`src/rtl/lzc_pkg.sv`:
```
// Shared types and helpers for the multi-cycle leading/trailing zero/one scanner.
package lzc_pkg;

    typedef enum logic [1:0] {
        LZC_LZ = 2'd0,
        LZC_LO = 2'd1,
        LZC_TZ = 2'd2,
        LZC_TO = 2'd3
    } lzc_mode_t;

    typedef enum logic [1:0] {
        IDLE = 2'd0,
        SCAN = 2'd1,
        DONE = 2'd2
    } lzc_state_t;

    function automatic int lzc_cw(input int width);
        return $clog2(width + 1);
    endfunction

endpackage

```
`src/rtl/lzc_chunk_enc.sv`:
```
// Combinational leading-zero priority encoder for one CHUNK-bit slice.
// The output is meaningful only when data is nonzero.
module lzc_chunk_enc #(
    parameter  int CHUNK = 8,
    localparam int LW    = (CHUNK > 1) ? $clog2(CHUNK) : 1
) (
    input  logic [CHUNK-1:0] data,
    output logic [LW-1:0]    count
);

    // Ascending scan so the highest set bit is the last to assign.
    always_comb begin
        count = '0;
        for (int unsigned i = 0; i < CHUNK; i++) begin
            if (data[i]) begin
                count = LW'(CHUNK - 1 - i);
            end
        end
    end

endmodule

```
`src/rtl/lzc_scanner.sv`:
```
// Multi-cycle LZ/LO/TZ/TO counter: the input word is normalised to a
// leading-zero problem, then scanned one CHUNK slice per cycle from the MSB.
module lzc_scanner
    import lzc_pkg::*;
#(
    parameter  int WIDTH = 32,
    parameter  int CHUNK = 8,
    localparam int CW    = lzc_cw(WIDTH)
) (
    input  logic             clk,
    input  logic             rst_n,
    input  logic             in_valid,
    output logic             in_ready,
    input  logic [WIDTH-1:0] in_data,
    input  logic [1:0]       in_mode,
    output logic             out_valid,
    input  logic             out_ready,
    output logic [CW-1:0]    out_count,
    output logic             out_none
);

    localparam int NCHUNK = WIDTH / CHUNK;
    localparam int IW     = (NCHUNK > 1) ? $clog2(NCHUNK) : 1;
    localparam int LW     = (CHUNK > 1) ? $clog2(CHUNK) : 1;

    lzc_state_t       state, state_next;
    logic [WIDTH-1:0] sreg;
    logic [WIDTH-1:0] pre;
    logic [WIDTH-1:0] norm;
    logic [CW-1:0]    acc;
    logic [IW-1:0]    idx;
    logic             started;
    logic             inv;
    logic             rev;
    logic [CHUNK-1:0] top;
    logic [LW-1:0]    top_lz;
    logic             top_hit;
    logic             last;
    logic             accept;

    // started keeps in_ready low while reset is held, without a path from rst_n.
    assign in_ready  = (state == IDLE) && started;
    assign out_valid = (state == DONE);
    assign accept    = in_valid && in_ready;

    assign top     = sreg[WIDTH-1 -: CHUNK];
    assign top_hit = |top;
    assign last    = (idx == IW'(NCHUNK - 1));

    lzc_chunk_enc #(.CHUNK(CHUNK)) u_enc (
        .data  (top),
        .count (top_lz)
    );

    always_comb begin
        inv = 1'b0;
        rev = 1'b0;
        case (lzc_mode_t'(in_mode))
            LZC_LZ: begin end
            LZC_LO: inv = 1'b1;
            LZC_TZ: rev = 1'b1;
            LZC_TO: begin
                inv = 1'b1;
                rev = 1'b1;
            end
            default: begin end
        endcase
    end

    always_comb begin
        pre  = inv ? ~in_data : in_data;
        norm = pre;
        if (rev) begin
            for (int unsigned i = 0; i < WIDTH; i++) begin
                norm[i] = pre[WIDTH-1-i];
            end
        end
    end

    always_ff @(posedge clk) begin
        if (!rst_n) begin
            state <= IDLE;
        end else begin
            state <= state_next;
        end
    end

    always_comb begin
        state_next = state;
        case (state)
            IDLE:    if (accept) state_next = SCAN;
            SCAN:    if (top_hit || last) state_next = DONE;
            DONE:    if (out_ready) state_next = IDLE;
            default: state_next = IDLE;
        endcase
    end

    always_ff @(posedge clk) begin
        if (!rst_n) begin
            started   <= 1'b0;
            sreg      <= '0;
            acc       <= '0;
            idx       <= '0;
            out_count <= '0;
            out_none  <= 1'b0;
        end else begin
            started <= 1'b1;
            case (state)
                IDLE: begin
                    if (accept) begin
                        sreg <= norm;
                        acc  <= '0;
                        idx  <= '0;
                    end
                end
                SCAN: begin
                    if (top_hit) begin
                        out_count <= acc + CW'(top_lz);
                        out_none  <= 1'b0;
                    end else if (last) begin
                        out_count <= CW'(WIDTH);
                        out_none  <= 1'b1;
                    end else begin
                        acc  <= acc + CW'(CHUNK);
                        sreg <= sreg << CHUNK;
                        idx  <= idx + IW'(1);
                    end
                end
                default: begin end
            endcase
        end
    end

endmodule

```
`config.mk`:
```
export PLATFORM = sky130hd
export DESIGN_NAME = lzc_scanner
export DESIGN_NICKNAME = d
export VERILOG_FILES = /design/src/rtl/lzc_pkg.sv /design/src/rtl/lzc_chunk_enc.sv /design/src/rtl/lzc_scanner.sv
export SDC_FILE = /design/constraint.sdc
export NUM_CORES = 1
export LEC_CHECK = 0
export CORE_UTILIZATION = 50
export CTS_BUF_LIST = sky130_fd_sc_hd__clkbuf_2 sky130_fd_sc_hd__clkbuf_4 sky130_fd_sc_hd__clkbuf_8
export DETAILED_ROUTE_END_ITERATION = 16
export PLACE_DENSITY = 0.76
export SLEW_MARGIN = 10
export SYNTH_ARGS = -nofsm -noshare
export SYNTH_HDL_FRONTEND = slang
export SYNTH_SLANG_ARGS = --single-unit
```
`constraint.sdc`:
```
create_clock -name clk -period 2.9 [get_ports clk]
set_clock_uncertainty 0.15 [all_clocks]
set_input_delay 0.87 -clock clk [delete_from_list [all_inputs] [get_ports clk]]
set_output_delay 0.87 -clock clk [all_outputs]
set_load 0.02 [all_outputs]
```
# == Word-level counts from Yosys, hierarchy flattened ==
# Index checks and enable logic that the tools add are counted.
# totals
register_bits,50
# op_classes
add_sub_neg,3
n_eq_ne,11
mux,33
n_bitwise,1
reduce_logical,12
# ops
cell,count
$mux W32,5
$pmux W32 S2,1
$not A32 Y32,1
$mux W6,5
$mux W3,8
$mux W2,6
$pmux W6 S2,1
$eq A2 B2 Y1 const B,4
$ne A2 B2 Y1 const B,4
$reduce_or A8 Y1,1
$add A6 B3 Y6,1
$add A6 B4 Y6 const B,1
$pmux W2 S3,1
$mux W1,5
$eq A2 B1 Y1 const B,2
$pmux W2 S2,1
$reduce_and A4 Y1,1
$reduce_bool A2 Y1,2
$reduce_or A2 Y1,2
$reduce_and A3 Y1,1
$add A2 B1 Y2 const B,1
$logic_and A1 B1 Y1,2
$logic_not A2 Y1,1
$ne A2 B1 Y1 const B,1
other kinds (2),2

# == Longest topological paths before layout ==
# Gate-level depths: netlist of run 1.
# depth
depth_word,10
depth_mapped,9

# == By module ==
# A second synthesis of run 1 with hierarchy kept.
# hier_totals
hier_cells,291
area_unflattened_um2,2703.8
# modules_own_cells
mod,n_inst,cells_each,area_each_um2,seq_area_each_um2
lzc_scanner,1,279,2620.0,940.9
lzc_chunk_enc,1,12,83.8,0.0

# == Least setup slack after synthesis of run 1 ==
# No wires, ideal clock.
# synth_path
path_kind,in2reg
startpoint,input in_mode[1]
endpoint,register sreg[9]
arrival_ns,2.130
t_required_ns,2.676
setup_slack_ns,0.546
cell_stages,6
path_buffers,2
cell_sequence,clkbuf_1 buf_1 mux2i_1 xnor2_1 nand2_1 a31oi_1
# synth_between
elab_chain_len,7
elab_cells_between_ends,11
classes_between,3 x eq/ne; 6 x mux; 2 x reduce/logical
# synth_rtl
element,line_no,text
"start, declared",lzc_scanner.sv:15,"input logic [1:0] in_mode,"
$eq A2 B2 Y1 / $eq A2 B1 Y1 (equally long branches),lzc_scanner.sv:58,case (lzc_mode_t'(in_mode))
$reduce_or A2 Y1 (no source line),-,
$mux W1,lzc_scanner.sv:58,
$mux W32,lzc_scanner.sv:71,pre = inv ? ~in_data : in_data;
$mux W32 (*),lzc_scanner.sv:73,if (rev) begin
$mux W32 (*),lzc_scanner.sv:110,if (accept) begin
$pmux W32 S2 (*),lzc_scanner.sv:108,case (state)
"end signal, assigned",lzc_scanner.sv:111,sreg <= norm;
"end signal, assigned",lzc_scanner.sv:125,sreg <= sreg << CHUNK;
"end, declared",lzc_scanner.sv:27,logic [WIDTH-1:0] sreg;
# Every way passes the cells marked *; elsewhere a longest branch is shown, timed or not. The select of a mux whose other input is x is not followed.
# A chain may end at the register's enable or synchronous reset.

# == Worst setup path after layout of run 1 ==
# layout_path
startpoint,register state[1]
endpoint,output in_ready
# layout_between
elab_chain_len,2
# layout_rtl
element,line_no,text
"start, declared",lzc_scanner.sv:26,"lzc_state_t state, state_next;"
"start signal, assigned",lzc_scanner.sv:84,state <= state_next;
$logic_not A2 Y1,lzc_scanner.sv:42,assign in_ready = (state == IDLE) && started;
$logic_and A1 B1 Y1,lzc_scanner.sv:42,
"end, declared",lzc_scanner.sv:13,"output logic in_ready,"
# No other way between the ends.

==> flow_summary_export.csv, run 1 <==
group,metric,value,unit
synth,synth-async-reset-ratio,0,%
sta,hold_viol,0,
outcome,status,"completed",
synth,synth_area,2630,um2
sta,tightest_slew,0.595,ns
synth,synthTopCellsByArea,"dfxtp_1, mux2i_1, xnor2_1, nand2_1, a31oi_1",
synth,synth_most_common_cell,"nand2_1",
pwr,switching_share,29.3,%
routing,drtIter0Drc,112,
pwr,power_frac_seq,46.8,%
hold_path,hold_path.class,"reg -> reg",
synth,syn_avg_cell_area,8.42,um2
global_route,grt_pass1_wl,9490,um
clock_network,tritoncts,"yes",
die,chipWidth,74.5,um
clock_network,h-tree-depth,2,
sta,slew_headroom,59.9,%
flow_run,cap_violations,0,
routing,drt-vias-per-instance,5.57,
clock_network,cts_resized,0,
critical_path,cpLargestDelayFamily,"buffers and inverters",
die,die_h,74.5,um
clock_network,cts-root-buf,"clkbuf_8",
final_layout,fin_nets,391,
global_route,overflow,0,
clock_network,cts_hold_buf,0,
pwr,power_frac_comb,25.9,%
clock_network,post_cts.repair.setup_buffers,0,
die,die-area,5550,um2
routing,wl_per_cell,13.7,um
placement,portBuffers,46,
sta,setup_viol,0,
routing,vias,2344,
synth,yosysSeqAreaShare,35.8,%
synth,synth-edff-count,0,
routing,ant_nets,0,
die,ioPinCount,47,
pwr,total_power,1.58,mW
sta,rsz0062_at_grt,"false",
synth,yosys.area.top_type_share,35.8,%
final_layout,fin_cells,421,
critical_path,end_kind,"primary output",
synth,yosys_warnings,0,
pwr,switchingPower,462,uW
critical_path,path_class,"reg -> out",
critical_path,path_cells,"nor3b_1, clkdlybuf4s50_1",
critical_path,cpMaxStageDelayCell,"clkdlybuf4s50_1",
synth,syn_nets,353,
sta,drv_slew,0,
routing,drc,0,
critical_path,crit_buf_inv,1,
placement,dp.cells,413,
clock_network,path_clk_slew,0.09,ns
clock_network,cts_buffer_depth,2,
global_route,antenna_found_initial,0,
routing,routed_wl,5780,um
critical_path,worstSetupStartpointType,"flop",
clock_network,insertion_delay,0.30,ns
synth,syn_inst,312,
die,row_count,26,
routing,firstDrtPassIters,4,
final_layout,layout-drive-gt1-share,6.27,%
sta,fin_crit,2.55,ns
final_layout,diodes,0,
clock_network,clock_sinks,47,
synth,synth-seq-cells,47,
pwr,p_int,1.11,mW
sta,timing.final.crit_share,88.0,%
sta,final.setup.tns,0,ns
synth,synth.distinct_cells,40,
synth,yosys.area.top_type,"dfxtp_1",
pwr,irDropWorstVdd,216,uV
placement,place_congestion,0.803,
synth,synth_common_cells,"nand2_1, dfxtp_1, mux2i_1, xnor2_1, a31oi_1",
global_route,grt_pass1_vias,2031,
sta,fmax,392,MHz
global_route,grt_max_degree,52,
synth,ys.flop_type,"dfxtp_1",
critical_path,cpPeakStageDelay,0.64,ns
die,core_area,5070,um2
clock_network,numCtsBuffers,5,
global_route,grt_use_total,22.5,%
critical_path,path_max_fanout,5,
final_layout,area_growth,24.4,%
placement,dpl.hpwl,4370,um
critical_path,critical_path_arrival,1.53,ns
critical_path,worstPathRequired,1.88,ns
pwr,clkPwrFrac,27.3,%
die,initial_core_util,51.8,%
pwr,p_leak,1.25,nW
pwr,power-per-cell-area,482,nW/um2
-- sequential cells by signal, indices dropped and copies added (netlist names) --
register and flops:
sreg 32, out_count 6, acc 3, idx 2
state 2, out_none 1, started 1
-- layer usage --
| layer | track usage, % | up-vias | routed length [um] |
|---|---|---|---|
| met5 | 0 | - | 0 |
| met4 | 6.71 | 0 | 95 |
| met3 | 3.39 | 8 | 219 |
| met2 | 38.9 | 64 | 2930 |
| met1 | 28.8 | 1077 | 2530 |
| li1 | - | 1195 | - |
-- cells in the final DEF (no fill, tap or decap), types with 7 or more instances in the layout --
| master | count |
|---|---|
| mux2i_1 | 32 |
| o21ai_1 | 12 |
| a31oi_1 | 23 |
| dfxtp_1 | 47 |
| nand2_1 | 55 |
| a22o_1 | 8 |
| clkbuf_8 | 7 |
| a21oi_1 | 7 |
| o21ai_0 | 16 |
| clkdlybuf4s50_1 | 44 |
| buf_4 | 7 |
| xnor2_1 | 32 |
-- cell families (layout without fill, tap and decap cells) --
group	count (synthesis)	count (layout)	synth area share [%]
DFF	47	47	35.8
AOI/OAI and AO/OA	77	77	19.1
muxes	32	32	12.2
and+or+nand+nor	91	91	16.3
buffers and inverters	29	68	4.29
other	1	1	0.143
adders and majority gates	3	3	1.43
xor gates and xnor gates	32	32	10.7
-- worst min-delay path, stage by stage (launching register included) --
cell     delay [ns]
dfxtp_1        0.32
nand2_1        0.05
o21ai_0        0.06
-- power by group through the flow --
stage | Sequential [mW] | Clock [mW] | Combinational (mW)
3_3_place_gp | 0.747 | 0 | 0.401
4_1_cts | 0.735 | 0.436 | 0.410
3_5_place_dp | 0.750 | 0 | 0.409
6_report | 0.737 | 0.431 | 0.409
2_1_floorplan | 0.744 | 0 | 0.275
5_1_grt | 0.744 | 0.462 | 0.454
-- worst paths after layout --
check	slack, ns	endpoint	depth (start not counted)	startpoint
max	0.35	in_ready	2	state[1]
max reg2reg	0.73	sreg[23]	5	sreg[24]
min reg2reg	0.32	idx[1]	2	idx[1]
min	0.32	idx[1]	2	idx[1]
-- area by class of cell --
| type | instances | area [um2] |
|---|---|---|
| flip-flops and latches | 47 | 941 |
| clock buffers | 7 | 96.3 |
| multi-input cells | 236 | 1570 |
| clock inverters | 1 | 7.51 |
| inverters | 5 | 18.8 |
| fillers | 479 | 1810 |
| well taps | 70 | 87.6 |
| repair buffers | 55 | 543 |
-- per-stage QoR --
step	setup slack [ns]	utilization, %	cell area [um2]	hold slack, ns
floorplan	0.546	-	2630	0.290
global placement	0.398	62.4	3160	0.300
detailed placement	0.298	62.4	3160	0.309
CTS	0.320	64.4	3270	0.320
global route	0.235	64.4	3270	0.347
finish	0.349	64.4	3270	0.318
Note: power is estimated with default switching activity, not from simulation.
==> run 2, diff against run 1 <==
SKIP_LAST_GASP = 1   (was unset)
==> results of run 2 <==
Same layout as run 1: the final DEF is identical, and so are final timing and power.
==> run 3, diff against run 2 <==
CORE_MARGIN = 3   (was unset)
==> run 3 against run 2 <==
Effect of this change: worst setup slack got worse by 0.021 ns; global-route usage fell by 3.1 points; die area rose by 11%; register-to-register slack got worse by 0.05 ns; sequential cell count did not move; wire length fell by 2.8%; maximum frequency fell by 0.80%; hold slack got worse by 0.00075 ns; combinational power barely moved; count of clock-buffer cells in the layout fell by 1; first-iteration DRC count rose by 17%.
==> flow_summary_export.csv, run 3 (same netlist as run 1, synthesis figures left out) <==
group,metric,value,unit
global_route,grt_max_degree,42,
global_route,grt_pass1_wl,9710,um
clock_network,cts_hold_buf,0,
critical_path,worstSetupStartpointType,"flop",
clock_network,h-tree-depth,2,
critical_path,cpMaxStageDelayCell,"clkdlybuf4s50_1",
final_layout,fin_nets,393,
routing,drtIter0Drc,131,
global_route,antenna_found_initial,0,
sta,fin_crit,2.57,ns
critical_path,critical_path_arrival,1.55,ns
final_layout,largest_register_ffs,32,
sta,timing.final.crit_share,88.7,%
placement,portBuffers,46,
pwr,power-per-cell-area,471,nW/um2
clock_network,tritoncts,"yes",
clock_network,cts-root-buf,"clkbuf_8",
final_layout,design_area,3250,um2
sta,setup_viol,0,
routing,vias,2272,
flow_run,cap_violations,0,
pwr,total_power,1.53,mW
sta,slew_headroom,57.3,%
final_layout,layout_commonest_cell,"nand2_1",
critical_path,path_cells,"nor3b_1, clkdlybuf4s50_1",
final_layout,reg_top3,"sreg (32), out_count (6), acc (3)",
placement,postPlaceCellArea,3160,um2
final_layout,area_growth,23.8,%
critical_path,end_kind,"primary output",
die,initial_core_util,53.5,%
pwr,p_leak,1.25,nW
routing,firstDrtPassIters,4,
die,row_count,25,
sta,rsz0062_at_grt,"false",
clock_network,clock_sinks,47,
pwr,irDropWorstVdd,257,uV
sta,drv_slew,0,
die,chipWidth,78.5,um
outcome,status,"completed",
clock_network,post_cts.repair.setup_buffers,0,
clock_network,insertion_delay,0.30,ns
final_layout,regMostFlops,"sreg",
clock_network,cts_resized,0,
die,ioPinCount,47,
clock_network,numCtsBuffers,5,
die,die_h,78.5,um
final_layout,diodes,0,
clock_network,path_clk_slew,0.09,ns
routing,routed_wl,5610,um
die,core_area,4910,um2
global_route,grt_use_total,19.4,%
final_layout,layout-drive-gt1-share,6.80,%
final_layout,finish.utilization,66.2,%
final_layout,seqCellArea,941,um2
global_route,grt_pass1_vias,2165,
final_layout,multi_input_area,1570,um2
clock_network,cts_buffer_depth,2,
routing,ant_nets,0,
sta,fmax,389,MHz
critical_path,path_class,"reg -> out",
die,die-area,6160,um2
routing,drc,0,
critical_path,cpPeakStageDelay,0.65,ns
critical_path,worstPathRequired,1.88,ns
sta,final.setup.tns,0,ns
placement,place_congestion,0.818,
sta,tightest_slew,0.634,ns
placement,dpl.hpwl,4230,um
routing,wl_per_cell,13.4,um
critical_path,path_max_fanout,5,
final_layout,layout_common_cells,"nand2_1, dfxtp_1, clkdlybuf4s50_1",
sta,hold_viol,0,
hold_path,hold_path.class,"reg -> reg",
global_route,overflow,0,
sta,hold_ws,0.317,ns
final_layout,fillCellCount,426,
routing,drt-vias-per-instance,5.41,
==> run 3: layer usage <==
layer  wire [um]  vias to the layer above  track usage (%)  part of all wire (%)
met3         241                        9             4.13                   4.3
met4          78                        0             5.07                   1.4
met2        2550                       58             31.8                    45
met5           0                        -                0                     0
li1            -                     1195                -                     -
met1        2740                     1010             25.8                    49
==> run 3: area by class of cell <==
cell class	count	area share (%)
sequential	47	28.9
clock buffer	6	2.35
timing repair buffer	57	16.8
inverter	5	0.577
clock inverter	2	0.385
tap	67	2.58
multi-input combinational	236	48.4
==> run 3: worst paths after layout <==
| kind | from | end | depth (start not counted) | slack (ns) |
|---|---|---|---|---|
| max reg2reg | sreg[24] | sreg[25] | 5 | 0.68 |
| min | out_count[0] | out_count[0] | 2 | 0.32 |
| min reg2reg | out_count[0] | out_count[0] | 2 | 0.32 |
| max | state[0] | in_ready | 2 | 0.33 |
==> run 3: per-stage QoR <==
step                setup slack, ns  cells
detailed placement            0.358    412
CTS                           0.321    420
floorplan                     0.546    312
global route                  0.275    420
global placement              0.391    412
finish                        0.328    420
==> run 3: report_power, final <==
part	switching, mW	internal [mW]
registers	0.0362	0.698
clock network	0.214	0.178
logic	0.208	0.198
total	0.459	1.07
==> run 3: worst max-delay path: cells and delay by family, from the launching register on <==
family                 cells  cell delay (ns)
buffers and inverters      1             0.65
DFF                        1             0.36
and+or+nand+nor            1             0.24
